--- src/rtl/ram_access_ctrl.sv ---
// Access sequencer for the ram32x4 RAM: manual write, full-memory fill and timed read scan.
// Optional FILL_PATTERN_EN: fill writes (fill value + address) instead of a constant.
module ram_access_ctrl #(
  parameter int ADDR_W   = 5,
  parameter int DATA_W   = 4,
  parameter int SCAN_DIV = 50000000
) (
  input  logic              clock,
  input  logic              resetn,
  input  logic [ADDR_W-1:0] addr_in,
  input  logic [DATA_W-1:0] data_in,
  input  logic              wr_req,
  input  logic              fill_req,
  input  logic              scan_en,
  output logic [ADDR_W-1:0] ram_address,
  output logic [DATA_W-1:0] ram_data,
  output logic              ram_wren,
  output logic              busy,
  output logic              fill_done
);

  typedef enum logic [1:0] {S_IDLE, S_WRITE, S_FILL, S_SCAN} state_e;

  localparam int DIV_W = (SCAN_DIV > 1) ? $clog2(SCAN_DIV) : 1;
  localparam logic [ADDR_W-1:0] ADDR_LAST = '1;
  localparam logic [DIV_W-1:0]  DIV_LAST  = DIV_W'(SCAN_DIV - 1);

`ifdef FILL_PATTERN_EN
  localparam bit PATTERN_EN = 1'b1;
`else
  localparam bit PATTERN_EN = 1'b0;
`endif

  function automatic logic [DATA_W-1:0] fill_word(input logic [DATA_W-1:0] val,
                                                  input logic [ADDR_W-1:0] addr);
    return PATTERN_EN ? val + DATA_W'(addr) : val;
  endfunction

  state_e            state_q, state_d;
  logic [ADDR_W-1:0] ram_address_q, ram_address_d;
  logic [DATA_W-1:0] ram_data_q, ram_data_d;
  logic              ram_wren_q, ram_wren_d;
  logic              busy_q, busy_d;
  logic              fill_done_q, fill_done_d;
  logic [DATA_W-1:0] fill_val_q, fill_val_d;
  logic [DIV_W-1:0]  div_q, div_d;
  logic [2:0]        wr_sync_q, wr_sync_d;
  logic [2:0]        fill_sync_q, fill_sync_d;
  logic              wr_rise, fill_rise, can_start;

  // Bits [1:0] synchronise the raw level; bit 2 is the previous value for edge detection.
  assign wr_rise   = wr_sync_q[1] & ~wr_sync_q[2];
  assign fill_rise = fill_sync_q[1] & ~fill_sync_q[2];
  assign can_start = (state_q == S_IDLE) || (state_q == S_SCAN);

  always_comb begin
    state_d       = state_q;
    ram_address_d = ram_address_q;
    ram_data_d    = ram_data_q;
    ram_wren_d    = 1'b0;
    busy_d        = 1'b0;
    fill_done_d   = 1'b0;
    fill_val_d    = fill_val_q;
    div_d         = div_q;
    wr_sync_d     = {wr_sync_q[1:0], wr_req};
    fill_sync_d   = {fill_sync_q[1:0], fill_req};

    if (can_start && fill_rise) begin
      state_d       = S_FILL;
      fill_val_d    = data_in;
      ram_address_d = '0;
      ram_data_d    = fill_word(data_in, '0);
      ram_wren_d    = 1'b1;
      busy_d        = 1'b1;
    end else if (can_start && wr_rise) begin
      state_d       = S_WRITE;
      ram_address_d = addr_in;
      ram_data_d    = data_in;
      ram_wren_d    = 1'b1;
      busy_d        = 1'b1;
    end else begin
      case (state_q)
        S_IDLE: begin
          if (scan_en) begin
            state_d       = S_SCAN;
            ram_address_d = '0;
            div_d         = '0;
          end else begin
            ram_address_d = addr_in;
            ram_data_d    = data_in;
          end
        end
        S_WRITE: begin
          state_d       = S_IDLE;
          ram_address_d = addr_in;
          ram_data_d    = data_in;
        end
        S_FILL: begin
          // Request edges are ignored here; the sync chain keeps shifting so they are lost.
          if (ram_address_q == ADDR_LAST) begin
            state_d       = S_IDLE;
            fill_done_d   = 1'b1;
            ram_address_d = addr_in;
            ram_data_d    = data_in;
          end else begin
            ram_address_d = ram_address_q + ADDR_W'(1);
            ram_data_d    = fill_word(fill_val_q, ram_address_q + ADDR_W'(1));
            ram_wren_d    = 1'b1;
            busy_d        = 1'b1;
          end
        end
        S_SCAN: begin
          if (!scan_en) begin
            state_d       = S_IDLE;
            ram_address_d = addr_in;
            ram_data_d    = data_in;
          end else if (div_q == DIV_LAST) begin
            div_d         = '0;
            ram_address_d = ram_address_q + ADDR_W'(1);
          end else begin
            div_d = div_q + DIV_W'(1);
          end
        end
        default: state_d = S_IDLE;
      endcase
    end
  end

  always_ff @(posedge clock or negedge resetn) begin
    if (!resetn) begin
      state_q       <= S_IDLE;
      ram_address_q <= '0;
      ram_data_q    <= '0;
      ram_wren_q    <= 1'b0;
      busy_q        <= 1'b0;
      fill_done_q   <= 1'b0;
      fill_val_q    <= '0;
      div_q         <= '0;
      wr_sync_q     <= '0;
      fill_sync_q   <= '0;
    end else begin
      state_q       <= state_d;
      ram_address_q <= ram_address_d;
      ram_data_q    <= ram_data_d;
      ram_wren_q    <= ram_wren_d;
      busy_q        <= busy_d;
      fill_done_q   <= fill_done_d;
      fill_val_q    <= fill_val_d;
      div_q         <= div_d;
      wr_sync_q     <= wr_sync_d;
      fill_sync_q   <= fill_sync_d;
    end
  end

  assign ram_address = ram_address_q;
  assign ram_data    = ram_data_q;
  assign ram_wren    = ram_wren_q;
  assign busy        = busy_q;
  assign fill_done   = fill_done_q;

endmodule

--- config.mk ---
export PLATFORM = sky130hd
export DESIGN_NAME = ram_access_ctrl
export DESIGN_NICKNAME = d
export VERILOG_FILES = /design/src/rtl/ram_access_ctrl.sv
export SDC_FILE = /design/constraint.sdc
export NUM_CORES = 1
export LEC_CHECK = 0
export ABC_AREA = 1
export CORE_MARGIN = 1.5
export CORE_UTILIZATION = 63
export DETAILED_ROUTE_END_ITERATION = 12
export PLACE_DENSITY = 0.86
export SLEW_MARGIN = 15
export SYNTH_ARGS = -nofsm -noshare
export SYNTH_HDL_FRONTEND = slang
export SYNTH_SLANG_ARGS = --single-unit
--- constraint.sdc ---
create_clock -name clock -period 4.5 [get_ports clock]
set_input_delay 0.9 -clock clock [delete_from_list [all_inputs] [get_ports clock]]
set_output_delay 0.9 -clock clock [all_outputs]
set_load 0.005 [all_outputs]
==> results of run 1 <==
-- sequential cells by signal, summed over array words and instances (netlist names), 2 cells and up --
| signal | flops |
|---|---|
| fill_val_q | 4 |
| div_q | 26 |
| ram_address | 5 |
| wr_sync_q | 3 |
| fill_sync_q | 3 |
| state_q | 2 |
| ram_data | 4 |
-- through the flow --
stage               cell area, um2   util  power [mW]
floorplan                     3050      -        1.06
CTS                           3450  0.736        1.61
global route                  3460  0.737        1.72
finish                        3460  0.737        1.60
detailed placement            3340  0.711        1.29
global placement              3340  0.711        1.27
-- worst max-delay path, stage by stage --
cell and delay, ns:
clkdlybuf4s50_1 0.59, o21ai_2 0.15, nor2_8 0.37, nand3_1 0.16, nor2_1 0.12, nor2_1 0.05
nor2_1 0.09
-- cell type report --
cell class,count,area (um2),share of cell area
repair buffers,25,248,0.0717
flip-flops and latches,49,1230,0.355
multi-input cells,333,1620,0.467
clock buffers,5,68.8,0.0199
clock inverters,3,46.3,0.0134
inverters,47,184,0.0532
well taps,54,67.6,0.0196
-- cells in the final DEF (no fill, tap or decap), types with 2 or more instances in the layout --
master           count
clkinv_4             2
xor2_1               7
nor2_1              69
nand4_1             13
clkdlybuf4s50_1     24
nor2_2               7
nand2_1            146
dfrtp_1             49
clkbuf_8             5
o21ai_0              7
nand2_2              4
a21oi_1              9
nor2_4               3
o21bai_1             2
inv_1               44
nand2_4              3
nor3_1               3
nand3_1             37
a31oi_1              5
ha_1                 8
-- path summary, 6_finish.rpt --
check	start	endpoint	cells after the start
max	scan_en	div_q[25]$_DFFE_PN0P_	7
min	fill_sync_q[0]$_DFF_PN0_	fill_sync_q[1]$_DFF_PN0_	0
max reg2reg	state_q[1]$_DFFE_PN0P_	ram_address[4]$_DFFE_PN0P_	10
min reg2reg	fill_sync_q[0]$_DFF_PN0_	fill_sync_q[1]$_DFF_PN0_	0
max in group asynchronous	resetn	div_q[23]$_DFFE_PN0P_	1
min in group asynchronous	resetn	div_q[4]$_DFFE_PN0P_	1
-- power breakdown --
part	internal [mW]	leakage [nW]	total, mW	switching, mW
clock network	0.166	0.0543	0.318	0.152
logic	0.266	0.948	0.691	0.425
registers	0.525	0.640	0.592	0.0672
total	0.958	1.64	1.60	0.644
-- metal layers --
layer  vias to the layer above  global-route usage  routed length [um]
met5                         -                   0                   0
met1                      1263               0.350                2980
met2                        78               0.463                3290
met3                        17              0.0470                 262
met4                         0               0.113                 163
li1                       1432                   -                   -
-- cells by family after synthesis --
group | Yosys count | share of synthesized area
AOI/OAI and AO/OA | 25 | 0.0467
buffers and inverters | 51 | 0.0696
DFF | 49 | 0.401
adders and majority gates | 8 | 0.0328
and+or+nand+nor | 292 | 0.426
xor gates and xnor gates | 8 | 0.0229
==> flow_summary.json, run 1 <==
{
  "gp_congestion": 0.925,
  "die_h_um": 72.6,
  "cts_max_path_buffers": 2,
  "cts.sinks": 49,
  "placement.setup.worst_slack_ns": 2.01,
  "ys.flop_type": "dfrtp_1",
  "n_fill_cell": 379,
  "worstSetupStartpointType": "input pin",
  "cp_max_fo": 28,
  "crit_type": "in -> reg",
  "max_freq_mhz": 457,
  "synth_common_cells": "nand2_1 (146), nor2_1 (69), dfrtp_1 (49), inv_1 (44), nand3_1 (37)",
  "cts_buffers": 5,
  "cts_setup_buffers": 0,
  "p_leak_nw": 1.64,
  "yosysUniqueCellTypes": 33,
  "status": "finished clean",
  "grt_usage": 0.275,
  "post_synth.cell_area_avg_um2": 7.05,
  "io-pin-count": 26,
  "peakVddDrop_mv": 0.380,
  "synth_area_um2": 3050,
  "min_period_ns": 2.19,
  "yosysSeqAreaShare": 0.401,
  "fin_skew_ns": 0.00663,
  "dp_hpwl_mm": 4.99,
  "maxCapViolCount": 0,
  "cp.required_ns": 4.74,
  "ctsHoldBuffers": 0,
  "hp-class": "reg -> reg",
  "rsz0062_at_grt": "no",
  "relSlewSlack": 0.609,
  "initial_core_util": 0.651,
  "dr.pass1.iters": 5,
  "diodes": 0,
  "antenna_found_initial": 0,
  "power_density_nw_per_um2": 463,
  "die_x_um": 72.6,
  "setup_viol_count_final": 0,
  "clk_pin_slew_ns": 0.09,
  "synth_fp_nets": 455,
  "period_share": 0.487,
  "gr-total-overflow": 0,
  "drt_iter0_drc": 202,
  "area_growth_pct": 13.2,
  "grt_max_degree": 50,
  "worst_slew_pin_slew_ns": 0.586,
  "num_rows": 25,
  "yosysMostFrequentCell": "nand2_1",
  "grt_pass1_vias": 2597,
  "core_area_um2": 4690,
  "die_area_um2": 5270,
  "fin_ws_ns": 2.31,
  "worstSetupEndpointType": "register",
  "drc": 0,
  "io_buffers": 25,
  "holdWs_ns": 0.356,
  "yosys-top-cells-area": "dfrtp_1 (40%), nand2_1 (18%), nor2_1 (8.5%)",
  "slew_viol_final": 0,
  "arrival_ns": 2.43,
  "hold_viol_final": 0,
  "layout.nets": 483,
  "routed_via_density": 5.41,
  "vias": 2790,
  "place_inst": 508,
  "ctsHtreeMaxLevel": 2,
  "cts_root_buf": "clkbuf_8",
  "wl_per_cell_um": 13.0,
  "syn_inst": 433,
  "cts_resized": 0,
  "async_flop_share": 1.00,
  "regToRegSetupSlack_ns": 2.52,
  "synth_top_cell_area_share": 0.401,
  "grt_pass1_wl_mm": 11.4,
  "finalNonFillerCells": 516,
  "ys_warn_count": 0,
  "synth_edf_count": 0,
  "drive_gt1_frac": 0.0736,
  "cts_tree": "yes",
  "ant_nets": 0,
  "yosys_register_bits": 49,
  "synth_largest_area_cell": "dfrtp_1",
  "setup_tns_ns": 0,
  "routed_wl_mm": 6.70,
  "clk_latency_ns": 0.31
}
Note: power is estimated with default switching activity, not from simulation.
==> inputs of run 2 (changes only) <==
--- a/config.mk
+++ b/config.mk
@@ -7,9 +7,9 @@
 export LEC_CHECK = 0
 export ABC_AREA = 1
 export CORE_MARGIN = 1.5
-export CORE_UTILIZATION = 63
+export CORE_UTILIZATION = 58
 export DETAILED_ROUTE_END_ITERATION = 12
-export PLACE_DENSITY = 0.86
+export PLACE_DENSITY = 0.8
 export SLEW_MARGIN = 15
 export SYNTH_ARGS = -nofsm -noshare
 export SYNTH_HDL_FRONTEND = slang
==> constraint.sdc (replaced) <==
create_clock -name clock -period 2.1 [get_ports clock]
set_input_delay 0.42 -clock clock [delete_from_list [all_inputs] [get_ports clock]]
set_output_delay 0.42 -clock clock [all_outputs]
set_load 0.005 [all_outputs]
==> run 2 against run 1 <==
Non-clock buffer count up 8. Global-route usage down 0.86 points. Core utilization down 4.2 points. Clock power up 120%. Via count up 4.3%. Register-to-register slack worse by 2.3 ns. Largest cell class unchanged.
==> flow_summary.json, run 2 (same netlist as run 1, synthesis figures left out) <==
{
  "status": "finished clean",
  "layout.nets": 491,
  "grt_usage": 0.266,
  "core_area_um2": 5110,
  "fin_skew_ns": 0.0117,
  "placement.setup.worst_slack_ns": 0.164,
  "setup_tns_ns": 0,
  "maxCapViolCount": 0,
  "dp_hpwl_mm": 5.50,
  "crit_top_cell": "nand2_4",
  "diodes": 0,
  "crit_type": "reg -> reg",
  "cp_max_fo": 10,
  "cts_setup_buffers": 0,
  "max_freq_mhz": 525,
  "vias": 2910,
  "hp-class": "in -> async",
  "drive_gt1_frac": 0.0915,
  "regMostFlops": "div_q",
  "grt_pass1_wl_mm": 11.5,
  "relSlewSlack": 0.667,
  "cpPeakStageDelay_ns": 0.41,
  "min_period_ns": 1.90,
  "hold_viol_final": 0,
  "cts_max_path_buffers": 2,
  "die_area_um2": 5710,
  "crit_slowest_cell": "dfrtp_1",
  "gp_congestion": 1.01,
  "place_inst": 532,
  "placed_area_um2": 3430,
  "drc": 0,
  "final_common_cell": "nand2_1",
  "holdWs_ns": 0.0594,
  "worstSetupEndpointType": "register",
  "power.total_mw": 3.51,
  "rsz0062_at_grt": "no",
  "io-pin-count": 26,
  "ant_nets": 0,
  "dr.pass1.iters": 5,
  "grt_pass1_vias": 2634,
  "period_share": 0.906,
  "worstSetupStartpointType": "register",
  "gr-total-overflow": 0,
  "power_density_nw_per_um2": 991,
  "io_buffers": 25,
  "initial_core_util": 0.598,
  "arrival_ns": 2.14,
  "clk_latency_ns": 0.31,
  "slew_viol_final": 0,
  "cts_tree": "yes",
  "path_cells": "inv_1 -> ha_1 -> nor2_2 -> nand2_2 -> nand2_4 -> nor2_8 -> buf_4 -> nand2_4 -> clkinv_4 -> nor2_1",
  "largest_reg_flops": 26,
  "routed_via_density": 5.39,
  "wl_per_cell_um": 13.0,
  "routed_wl_mm": 7.01,
  "cts.sinks": 49,
  "post-route-util": 0.695,
  "setup_viol_count_final": 0,
  "peakVddDrop_mv": 0.715,
  "worst_slew_pin_slew_ns": 0.499,
  "area_growth_pct": 16.2,
  "die_h_um": 75.6,
  "drt_iter0_drc": 190,
  "final_cell_mix": "nand2_1 (146), nor2_1 (68), dfrtp_1 (49), inv_1 (44), nand3_1 (37)",
  "die_x_um": 75.6,
  "cts_root_buf": "clkbuf_8",
  "fin_ws_ns": 0.196,
  "cts_buffers": 5,
  "final_area_um2": 3550,
  "cp.required_ns": 2.34,
  "ctsHtreeMaxLevel": 2,
  "finalNonFillerCells": 540,
  "antenna_found_initial": 0,
  "grt_max_degree": 25,
  "clk_pin_slew_ns": 0.10,
  "p_leak_nw": 1.69,
  "n_fill_cell": 437,
  "num_rows": 26
}
run 2: changes by cell type in the layout (fill, tap and decap cells not counted):
cell,change
buf_4,+6
buf_12,+1
nor2_1,-1
buf_2,+1
nor2_2,+1
run 2: worst max-delay path: cells and delay by family (launching register included):
family	cells	cell delay [ns]
simple gates	6	0.73
flops	1	0.41
buf+inv	3	0.37
fa+ha+maj	1	0.34
run 2: final timing paths:
| path | startpoint | slack, ns | cells past startpoint | end |
|---|---|---|---|---|
| worst max-delay path | state_q[0]$_DFFE_PN0P_ | 0.20 | 10 | div_q[17]$_DFFE_PN0P_ |
| worst min-delay path | resetn | 0.06 | 1 | div_q[4]$_DFFE_PN0P_ |
| worst max register to register | state_q[0]$_DFFE_PN0P_ | 0.20 | 10 | div_q[17]$_DFFE_PN0P_ |
| worst min register to register | fill_sync_q[0]$_DFF_PN0_ | 0.36 | 0 | fill_sync_q[1]$_DFF_PN0_ |
| max in group asynchronous | resetn | 1.44 | 2 | ram_address[1]$_DFFE_PN0P_ |
| min in group clock | fill_sync_q[0]$_DFF_PN0_ | 0.36 | 0 | fill_sync_q[1]$_DFF_PN0_ |
run 2: where the power goes:
part | leakage, nW | internal, mW | switching (mW) | total, mW
sequential | 0.640 | 1.13 | 0.141 | 1.27
combinational | 0.991 | 0.649 | 0.911 | 1.56
clock | 0.0543 | 0.357 | 0.331 | 0.688
total | 1.69 | 2.13 | 1.38 | 3.51
run 2: area by class of cell:
| cell class | count | area [um2] | area share |
|---|---|---|---|
| multi-input cells | 333 | 1620 | 0.456 |
| flip-flops and latches | 49 | 1230 | 0.346 |
| repair buffers | 33 | 318 | 0.0896 |
| inverters | 47 | 184 | 0.0518 |
| well taps | 70 | 87.6 | 0.0247 |
| clock buffers | 5 | 68.8 | 0.0194 |
| clock inverters | 3 | 46.3 | 0.0130 |
run 2: metal layers:
metal	vias up	routed length, um	GRT usage
met5	-	0	0
met4	0	250	0.133
met3	22	299	0.0331
met2	87	3530	0.463
met1	1356	2930	0.325
li1	1445	-	-
run 2: what timing repair did:
action                     in CTS  in global routing
hold buffers                    0                  0
setup endpoints to repair       0                  3
resized for setup               0                  1
==> inputs of run 3 (changes only) <==
--- a/config.mk
+++ b/config.mk
@@ -8,6 +8,7 @@
 export ABC_AREA = 1
 export CORE_MARGIN = 1.5
 export CORE_UTILIZATION = 58
+export CTS_CLUSTER_SIZE = 10
 export DETAILED_ROUTE_END_ITERATION = 12
 export PLACE_DENSITY = 0.8
 export SLEW_MARGIN = 15
==> results of run 3 <==
The final DEF is identical to that of run 2; final timing and power are the same.
